$ cat src/rtl/shared_mem_arbiter.sv
// rtl/shared_mem_arbiter.sv - IF/DM arbiter for the shared off-chip SRAM port
//
// Purpose: grants the single SRAM port to either the instruction-fetch (IF) or
// the data-memory (DM) requester. Each access is held for WAIT_CYCLES+1 cycles,
// and the winner then gets a one-cycle acknowledge together with its read data.
// All outputs are registered.
//
// Ports:
//   clk, rst                 clock, synchronous active-high reset
//   if_req/if_addr           IF request (level) and word address
//   if_rdata/if_ack          IF read data and completion pulse
//   dm_req/dm_we/dm_be       DM request (level), write flag, byte enables
//   dm_addr/dm_wdata         DM word address and write data
//   dm_rdata/dm_ack          DM read data and completion pulse
//   mem_cs/mem_we/mem_be     SRAM chip select, write strobe, byte enables
//   mem_addr/mem_wdata       SRAM word address and write data
//   mem_rdata                SRAM read data
//   busy                     arbiter not idle (CPU stall source)
//
// Build option: define MEM_ARB_FAIR_EN to let IF through after MAX_DM_BURST
// consecutive DM grants made while IF was waiting. Without it, DM has strict
// priority.

module shared_mem_arbiter #(
  parameter int ADDR_W       = 20,
  parameter int WAIT_CYCLES  = 2,
  parameter int MAX_DM_BURST = 4
) (
  input  logic              clk,
  input  logic              rst,
  input  logic              if_req,
  input  logic [ADDR_W-1:0] if_addr,
  output logic [31:0]       if_rdata,
  output logic              if_ack,
  input  logic              dm_req,
  input  logic              dm_we,
  input  logic [3:0]        dm_be,
  input  logic [ADDR_W-1:0] dm_addr,
  input  logic [31:0]       dm_wdata,
  output logic [31:0]       dm_rdata,
  output logic              dm_ack,
  output logic              mem_cs,
  output logic              mem_we,
  output logic [3:0]        mem_be,
  output logic [ADDR_W-1:0] mem_addr,
  output logic [31:0]       mem_wdata,
  input  logic [31:0]       mem_rdata,
  output logic              busy
);

  localparam logic [1:0] S_IDLE   = 2'd0;
  localparam logic [1:0] S_ACCESS = 2'd1;
  localparam logic [1:0] S_DONE   = 2'd2;

  localparam logic [3:0] WAIT_LAST = 4'(WAIT_CYCLES);

  // Both counters are 4 bits wide, so larger settings cannot be honoured.
  if (WAIT_CYCLES < 0 || WAIT_CYCLES > 15 || MAX_DM_BURST < 0 || MAX_DM_BURST > 15) begin : g_param_check
    $error("shared_mem_arbiter: WAIT_CYCLES and MAX_DM_BURST must be within 0..15");
  end

  logic [1:0]        state_q, state_d;
  logic [3:0]        cnt_q, cnt_d;
  logic              grant_dm_q, grant_dm_d;
  logic              busy_q, busy_d;
  logic              mem_cs_q, mem_cs_d;
  logic              mem_we_q, mem_we_d;
  logic [3:0]        mem_be_q, mem_be_d;
  logic [ADDR_W-1:0] mem_addr_q, mem_addr_d;
  logic [31:0]       mem_wdata_q, mem_wdata_d;
  logic [31:0]       if_rdata_q, if_rdata_d;
  logic [31:0]       dm_rdata_q, dm_rdata_d;
  logic              if_ack_q, if_ack_d;
  logic              dm_ack_q, dm_ack_d;
  logic              dm_wins;

`ifdef MEM_ARB_FAIR_EN
  localparam logic [3:0] BURST_LIM = 4'(MAX_DM_BURST);
  logic [3:0] fair_q, fair_d;
`endif

  always_comb begin
    state_d     = state_q;
    cnt_d       = cnt_q;
    grant_dm_d  = grant_dm_q;
    busy_d      = busy_q;
    mem_cs_d    = mem_cs_q;
    mem_we_d    = mem_we_q;
    mem_be_d    = mem_be_q;
    mem_addr_d  = mem_addr_q;
    mem_wdata_d = mem_wdata_q;
    if_rdata_d  = if_rdata_q;
    dm_rdata_d  = dm_rdata_q;
    if_ack_d    = 1'b0;
    dm_ack_d    = 1'b0;

`ifdef MEM_ARB_FAIR_EN
    fair_d  = fair_q;
    // Once DM has used up its burst while IF waits, IF takes the next slot.
    dm_wins = dm_req && !(if_req && (fair_q == BURST_LIM));
`else
    dm_wins = dm_req;
`endif

    case (state_q)
      S_IDLE: begin
        if (dm_wins) begin
          state_d     = S_ACCESS;
          cnt_d       = 4'd0;
          grant_dm_d  = 1'b1;
          busy_d      = 1'b1;
          mem_cs_d    = 1'b1;
          mem_we_d    = dm_we;
          mem_be_d    = dm_we ? dm_be : 4'hF;
          mem_addr_d  = dm_addr;
          mem_wdata_d = dm_wdata;
`ifdef MEM_ARB_FAIR_EN
          fair_d      = if_req ? fair_q + 4'd1 : 4'd0;
`endif
        end else if (if_req) begin
          state_d     = S_ACCESS;
          cnt_d       = 4'd0;
          grant_dm_d  = 1'b0;
          busy_d      = 1'b1;
          mem_cs_d    = 1'b1;
          mem_we_d    = 1'b0;
          mem_be_d    = 4'hF;
          mem_addr_d  = if_addr;
          mem_wdata_d = 32'h0;
`ifdef MEM_ARB_FAIR_EN
          fair_d      = 4'd0;
`endif
        end
      end

      S_ACCESS: begin
        if (cnt_q == WAIT_LAST) begin
          // Last access cycle: sample the SRAM and release the bus together,
          // so the data is already valid when the ack is seen.
          state_d  = S_DONE;
          mem_cs_d = 1'b0;
          mem_we_d = 1'b0;
          mem_be_d = 4'h0;
          if (grant_dm_q) begin
            dm_ack_d = 1'b1;
            if (!mem_we_q) begin
              dm_rdata_d = mem_rdata;
            end
          end else begin
            if_ack_d   = 1'b1;
            if_rdata_d = mem_rdata;
          end
        end else begin
          cnt_d = cnt_q + 4'd1;
        end
      end

      S_DONE: begin
        state_d = S_IDLE;
        busy_d  = 1'b0;
      end

      default: begin
        state_d  = S_IDLE;
        busy_d   = 1'b0;
        mem_cs_d = 1'b0;
        mem_we_d = 1'b0;
        mem_be_d = 4'h0;
      end
    endcase
  end

  always_ff @(posedge clk) begin
    if (rst) begin
      state_q     <= S_IDLE;
      cnt_q       <= 4'd0;
      grant_dm_q  <= 1'b0;
      busy_q      <= 1'b0;
      mem_cs_q    <= 1'b0;
      mem_we_q    <= 1'b0;
      mem_be_q    <= 4'h0;
      mem_addr_q  <= '0;
      mem_wdata_q <= 32'h0;
      if_rdata_q  <= 32'h0;
      dm_rdata_q  <= 32'h0;
      if_ack_q    <= 1'b0;
      dm_ack_q    <= 1'b0;
`ifdef MEM_ARB_FAIR_EN
      fair_q      <= 4'd0;
`endif
    end else begin
      state_q     <= state_d;
      cnt_q       <= cnt_d;
      grant_dm_q  <= grant_dm_d;
      busy_q      <= busy_d;
      mem_cs_q    <= mem_cs_d;
      mem_we_q    <= mem_we_d;
      mem_be_q    <= mem_be_d;
      mem_addr_q  <= mem_addr_d;
      mem_wdata_q <= mem_wdata_d;
      if_rdata_q  <= if_rdata_d;
      dm_rdata_q  <= dm_rdata_d;
      if_ack_q    <= if_ack_d;
      dm_ack_q    <= dm_ack_d;
`ifdef MEM_ARB_FAIR_EN
      fair_q      <= fair_d;
`endif
    end
  end

  assign if_rdata  = if_rdata_q;
  assign if_ack    = if_ack_q;
  assign dm_rdata  = dm_rdata_q;
  assign dm_ack    = dm_ack_q;
  assign mem_cs    = mem_cs_q;
  assign mem_we    = mem_we_q;
  assign mem_be    = mem_be_q;
  assign mem_addr  = mem_addr_q;
  assign mem_wdata = mem_wdata_q;
  assign busy      = busy_q;

endmodule

$ cat config.mk
export PLATFORM = sky130hd
export DESIGN_NAME = shared_mem_arbiter
export DESIGN_NICKNAME = d
export VERILOG_FILES = /design/src/rtl/shared_mem_arbiter.sv
export SDC_FILE = /design/constraint.sdc
export NUM_CORES = 1
export LEC_CHECK = 0
export ABC_CLOCK_PERIOD_IN_PS = 4500
export CORE_MARGIN = 2
export CORE_UTILIZATION = 43
export DETAILED_ROUTE_END_ITERATION = 6
export HOLD_SLACK_MARGIN = 0.15
export PLACE_DENSITY = 0.87
export SLEW_MARGIN = 5
export SYNTH_ARGS = -nofsm -noshare
export SYNTH_HDL_FRONTEND = slang
export SYNTH_SLANG_ARGS = --single-unit
$ cat constraint.sdc
create_clock -name clk -period 4.5 [get_ports clk]
set_input_delay 1.35 -clock clk [delete_from_list [all_inputs] [get_ports clk]]
set_output_delay 1.35 -clock clk [all_outputs]
set_load 0.01 [all_outputs]
==> flow_summary.toml, run 1 <==
[routing]
drcViolationCount = 0
drt-initial-drc-count = 384
wl_per_cell_um = 15.4
dr.pass1.iters = 5
drt-total-wl_um = 14300
drtAntennaViolNets = 0
vias_per_cell = 5.12
dr_total_vias = 4727

[floorplan]
ios = 238
die_y_um = 110
initial_utilization_pct = 44.1
fp.dieW_um = 110
core_um2 = 10900
die_area_um2 = 12000
rows = 38

[timing]
relSlewSlack_pct = 15.5
fin_crit_sh_pct = 64.1
setup_tns_ns = 0
hold_viol_final = 0
whs_ns = 0.453
skew_ns = 0.00764
max_freq_ghz = 0.346
rsz0062_at_grt = "false"
drv_slew = 0
min_period_ns = 2.89
setup_violations = 0
worst_pin_slew_ns = 1.26

[power_and_ir_drop]
swShare_pct = 22.3
p_sw_uw = 694
ir_drop_mv = 0.226
p_seq_share_pct = 40.1
clock_power_share_pct = 47.8
power.total_uw = 3110
power_density_nw_per_um2 = 397
combPwrFrac_pct = 12.1
static-leakage-power_uw = 0.00283
internal_power_uw = 2420

[layout]
nets = 885
final_layout_size_suffix_gt1_share_pct = 6.00
n_antenna_cell = 0
n_fill_cell = 804
syn_to_final_growth_pct = 63.3

[worst_setup_path]
crit_path_start_kind = "register"
critPathKind = "register to primary output"
critPathBufInv = 1
rrSetupSlack_ns = 2.06
cp_top_family = "buffers and inverters"
path_cells = "clkdlybuf4s50_1"
cp_max_fo = 4
crit_required_ns = 3.15
cp-end-kind = "primary output"
slowest_stage = "clkdlybuf4s50_1"
cp.arrival_ns = 1.54
slowest_delay_ns = 0.60

[synth]
synthDistinctLibCells = 34
yosysTopAreaCellShare_pct = 55.0
yosysMostFrequentCell = "nand2_1"
synth-edff-count = 0
ys_top_cells_by_count = "nand2_1 (134), dfxtp_1 (132), a21oi_1 (74), nor2_1 (59), a22oi_1 (32)"
ys_warn_count = 0
syn_avg_cell_area_um2 = 8.74
synthArstFlopShare_pct = 0
synthCells = 550
netlist_area_um2 = 4810
syn-num-nets = 665
ys_seq_elements = 132
yosysSeqAreaShare_pct = 55.0
ys_dominant_reg_cell = "dfxtp_1"
synth_area_leaders = "dfxtp_1 (55%), nand2_1 (10%), a21oi_1 (7.7%)"
synth_area_leader_cell = "dfxtp_1"

[clocking]
ctsHoldBuffers = 0
clk_path_buf_depth = 2
cts_resized = 0
root_buffer = "clkbuf_8"
cts_sinks = 132
cts_tree = "yes"
clock_latency_ns = 0.52
htree_num_levels = 4
cts_setup_buffers = 0
path_clk_slew_ns = 0.06
cts_made_buffers = 17

[grt]
track_usage_pct = 23.2
grt_remaining_overflow = 0
grt_max_degree = 109
antenna_found_initial = 0
grt_pass1_vias = 4448
grt_pass1_wl_um = 21500

[placed_design]
hpwlAfterDp_um = 9810
io_buffers = 237
gp_congestion = 0.744

[hold_path]
hold_path.class = "register to register"

[flow_run]
cap_violations = 0

[outcome]
status = "complete, no violations"
==> flip-flops by register name, summed over array words and instances, names as in the netlist <==
signal and count:
mem_cs 1, mem_we 1, mem_be 4, if_rdata 32
dm_ack 1, if_ack 1, grant_dm_q 1, state_q 2
busy 1, cnt_q 4, mem_wdata 32, mem_addr 20
dm_rdata 32
==> logic make-up after synthesis <==
family / after synthesis / share of synthesized area (%)
AND/OR/NAND/NOR: 213 / 18.2
AO/OA/AOI/OAI: 138 / 17.5
flip-flops: 132 / 55.0
buffers and inverters: 45 / 4.66
multiplexers: 20 / 4.17
adder cells (fa/ha/maj): 2 / 0.521
==> area by class of cell <==
cell class / count / area (um^2) / area share, %
clock inverters: 12 / 200 / 2.55
well taps: 140 / 175 / 2.23
flip-flops and latches: 132 / 2640 / 33.7
clock buffers: 20 / 445 / 5.68
multi-input cells: 373 / 1950 / 24.8
repair buffers: 245 / 2430 / 31.0
inverters: 1 / 3.75 / 0.0478
==> metrics by stage <==
| step | setup slack [ns] | instances | util, % | cell area, um^2 |
|---|---|---|---|---|
| 6_report | 1.61 | 923 | 72.1 | 7850 |
| 5_1_grt | 1.57 | 923 | 72.1 | 7850 |
| 4_1_cts | 1.60 | 923 | 72.1 | 7850 |
| 3_5_place_dp | 1.30 | 891 | 66.1 | 7200 |
| 3_3_place_gp | 1.41 | 891 | 66.1 | 7200 |
| 2_1_floorplan | 2.01 | 550 | - | 4810 |
==> final timing paths <==
check / startpoint / endpoint / cells past startpoint
min: dm_rdata[26] / dm_rdata[26] / 2
max reg2reg: cnt_q[0] / if_rdata[16] / 6
max: mem_we / mem_we / 1
min reg2reg: dm_rdata[26] / dm_rdata[26] / 2
==> layer usage <==
metal | global-route usage, % | share of wire (%)
met5 | 0 | 0
met4 | 9.95 | 2.4
met3 | 7.05 | 7.9
met2 | 41.0 | 52
met1 | 25.7 | 38
==> cells in the final DEF, fill, tap and decap left out, types with 2 or more instances in the layout <==
cell type and instances:
o21ba_2 2, nor3_1 4, clkbuf_8 3, dfxtp_1 132
clkinv_2 2, nand2_1 134, buf_4 9, bufinv_16 5
a22oi_1 32, a211oi_1 20, clkdlybuf4s50_1 236, mux2i_1 20
clkinvlp_4 3, a21oi_1 74, o21ai_0 5, ha_1 2
nor2_1 59, nand2b_1 2, and2_1 2, clkbuf_16 16
inv_6 2
==> power by group through the flow <==
stage / logic [uW] / registers (uW) / clock network, uW
after detailed placement: 376 / 1270 / 0
after global placement: 365 / 1270 / 0
after CTS: 379 / 1250 / 1520
after floorplan: 132 / 1290 / 0
after global routing: 404 / 1250 / 1570
final: 377 / 1250 / 1490
No activity file was read; power rests on OpenSTA's default activity.
==> run 2, diff against run 1 <==
--- a/config.mk
+++ b/config.mk
@@ -5,12 +5,12 @@
 export SDC_FILE = /design/constraint.sdc
 export NUM_CORES = 1
 export LEC_CHECK = 0
-export ABC_CLOCK_PERIOD_IN_PS = 4500
+export ABC_CLOCK_PERIOD_IN_PS = 2770
 export CORE_MARGIN = 2
-export CORE_UTILIZATION = 43
+export CORE_UTILIZATION = 40
 export DETAILED_ROUTE_END_ITERATION = 6
 export HOLD_SLACK_MARGIN = 0.15
-export PLACE_DENSITY = 0.87
+export PLACE_DENSITY = 0.82
 export SLEW_MARGIN = 5
 export SYNTH_ARGS = -nofsm -noshare
 export SYNTH_HDL_FRONTEND = slang
==> constraint.sdc (replaced) <==
create_clock -name clk -period 2.77 [get_ports clk]
set_input_delay 0.831 -clock clk [delete_from_list [all_inputs] [get_ports clk]]
set_output_delay 0.831 -clock clk [all_outputs]
set_load 0.01 [all_outputs]
==> run 2 against run 1 <==
  * Critical endpoint unchanged
  * Sequential cell count is the same
  * Core utilization down 5.5 points
  * Wire length is 1.6% lower
  * Non-clock buffer count up 3
  * Clock-buffer cell count increased by 1
  * Combinational power grew 64%
  * Sequential share of layout area decreased by 0.21 points
  * Via count grew 0.51%
  * Register-to-register slack got worse by 1.3 ns
  * Largest power group unchanged
==> flow_summary.toml, run 2 (same netlist as run 1, synthesis figures left out) <==
[worst_setup_path]
slowest_delay_ns = 0.61
critPathKind = "register to primary output"
slowest_stage = "clkdlybuf4s50_1"
crit_path_start_kind = "register"
cp_max_fo = 4
cp-end-kind = "primary output"
path_cells = "clkdlybuf4s50_1"
crit_required_ns = 1.94
critPathBufInv = 1
cp_top_family = "buffers and inverters"
cp.arrival_ns = 1.43

[layout]
final_layout_size_suffix_gt1_share_pct = 6.37
fin_util_pct = 66.6
syn_to_final_growth_pct = 64.3
final_cell_mix = "clkdlybuf4s50_1 (236), nand2_1 (134), dfxtp_1 (132)"
stdcell_area_um2 = 7900
nets = 888
final_cells = 932
mostFrequentLayoutCell = "clkdlybuf4s50_1"
n_antenna_cell = 0

[floorplan]
ios = 238
fp.dieW_um = 114
die_area_um2 = 12900
die_y_um = 114
initial_utilization_pct = 40.5
core_um2 = 11900
rows = 40

[timing]
drv_slew = 0
rsz0062_at_grt = "false"
worst_pin_slew_ns = 0.625
setup_violations = 0
setup_tns_ns = 0
fin_crit_sh_pct = 81.5
skew_ns = 0.00458
relSlewSlack_pct = 58.3
hold_viol_final = 0
min_period_ns = 2.26
max_freq_ghz = 0.443

[power_and_ir_drop]
static-leakage-power_uw = 0.00286
internal_power_uw = 3850
combPwrFrac_pct = 12.4
clock_power_share_pct = 46.9
ir_drop_mv = 0.322
p_sw_uw = 1130
swShare_pct = 22.8
power_density_nw_per_um2 = 631
p_seq_share_pct = 40.7

[routing]
dr.pass1.iters = 4
drcViolationCount = 0
wl_per_cell_um = 15.0
drt-initial-drc-count = 428
drtAntennaViolNets = 0
vias_per_cell = 5.10
drt-total-wl_um = 14000
dr_total_vias = 4751

[clocking]
cts_tree = "yes"
cts_resized = 0
cts_setup_buffers = 0
cts_sinks = 132
cts_made_buffers = 17
clock_latency_ns = 0.40
path_clk_slew_ns = 0.06
htree_num_levels = 4
clk_path_buf_depth = 2
root_buffer = "clkbuf_16"
ctsHoldBuffers = 0

[grt]
grt_pass1_vias = 4735
track_usage_pct = 21.7
grt_max_degree = 59
grt_pass1_wl_um = 22500
grt_remaining_overflow = 0
antenna_found_initial = 0

[outcome]
status = "complete, no violations"

[placed_design]
placedCellCount = 901
place_area_um2 = 7270
gp_congestion = 0.823
io_buffers = 237
hpwlAfterDp_um = 9750

[hold_path]
hold_path.class = "register to register"

[flow_run]
cap_violations = 0
==> run 2: cell count changes in the layout (fill, tap and decap cells not counted) <==
cell        delta
clkinv_4       +1
clkbuf_1       -1
clkbuf_16      +1
bufinv_16      -2
buf_12         +3
inv_6          +1
clkinv_2       -1
clkinvlp_4     -1
clkbuf_8       +1
==> run 2: worst paths after layout <==
check	cells after the start	start	slack, ns	to
worst max-delay path	1	mem_we	0.51	mem_we
worst min-delay path	2	dm_rdata[19]	0.45	dm_rdata[19]
worst max register to register	7	cnt_q[0]	0.77	dm_rdata[22]
worst min register to register	2	dm_rdata[19]	0.45	dm_rdata[19]
==> run 2: layer usage <==
layer | routed length (um) | up-vias | GRT usage (%) | part of all wire (%)
met2 | 6990 | 204 | 38.2 | 50
met1 | 5630 | 2195 | 24.5 | 40
li1 | - | 2314 | - | -
met3 | 985 | 38 | 6.38 | 7.0
met5 | 0 | - | 0 | 0
met4 | 420 | 0 | 9.35 | 3.0
==> run 2: stage by stage <==
stage	power, uW	hold slack (ns)	worst slack [ns]
2_1_floorplan	2310	0.466	0.798
3_3_place_gp	2670	0.441	0.584
3_5_place_dp	2690	0.446	0.487
4_1_cts	5040	0.454	0.498
5_1_grt	5180	0.473	0.479
6_report	4980	0.454	0.513
==> run 2: final cells by class <==
type                       count  area [um^2]
tap                          147          184
multi-input combinational    373         1950
timing repair buffer         248         2490
inverter                       1         3.75
fill                         920         3970
clock buffer                  21          480
sequential                   132         2640
clock inverter                10          145
==> run 2: power groups by stage <==
stage	clock (uW)	combinational [uW]	sequential [uW]
after floorplan	0	215	2090
after global placement	0	605	2060
after detailed placement	0	621	2070
after CTS	2380	626	2030
after global routing	2480	670	2040
final	2340	619	2030
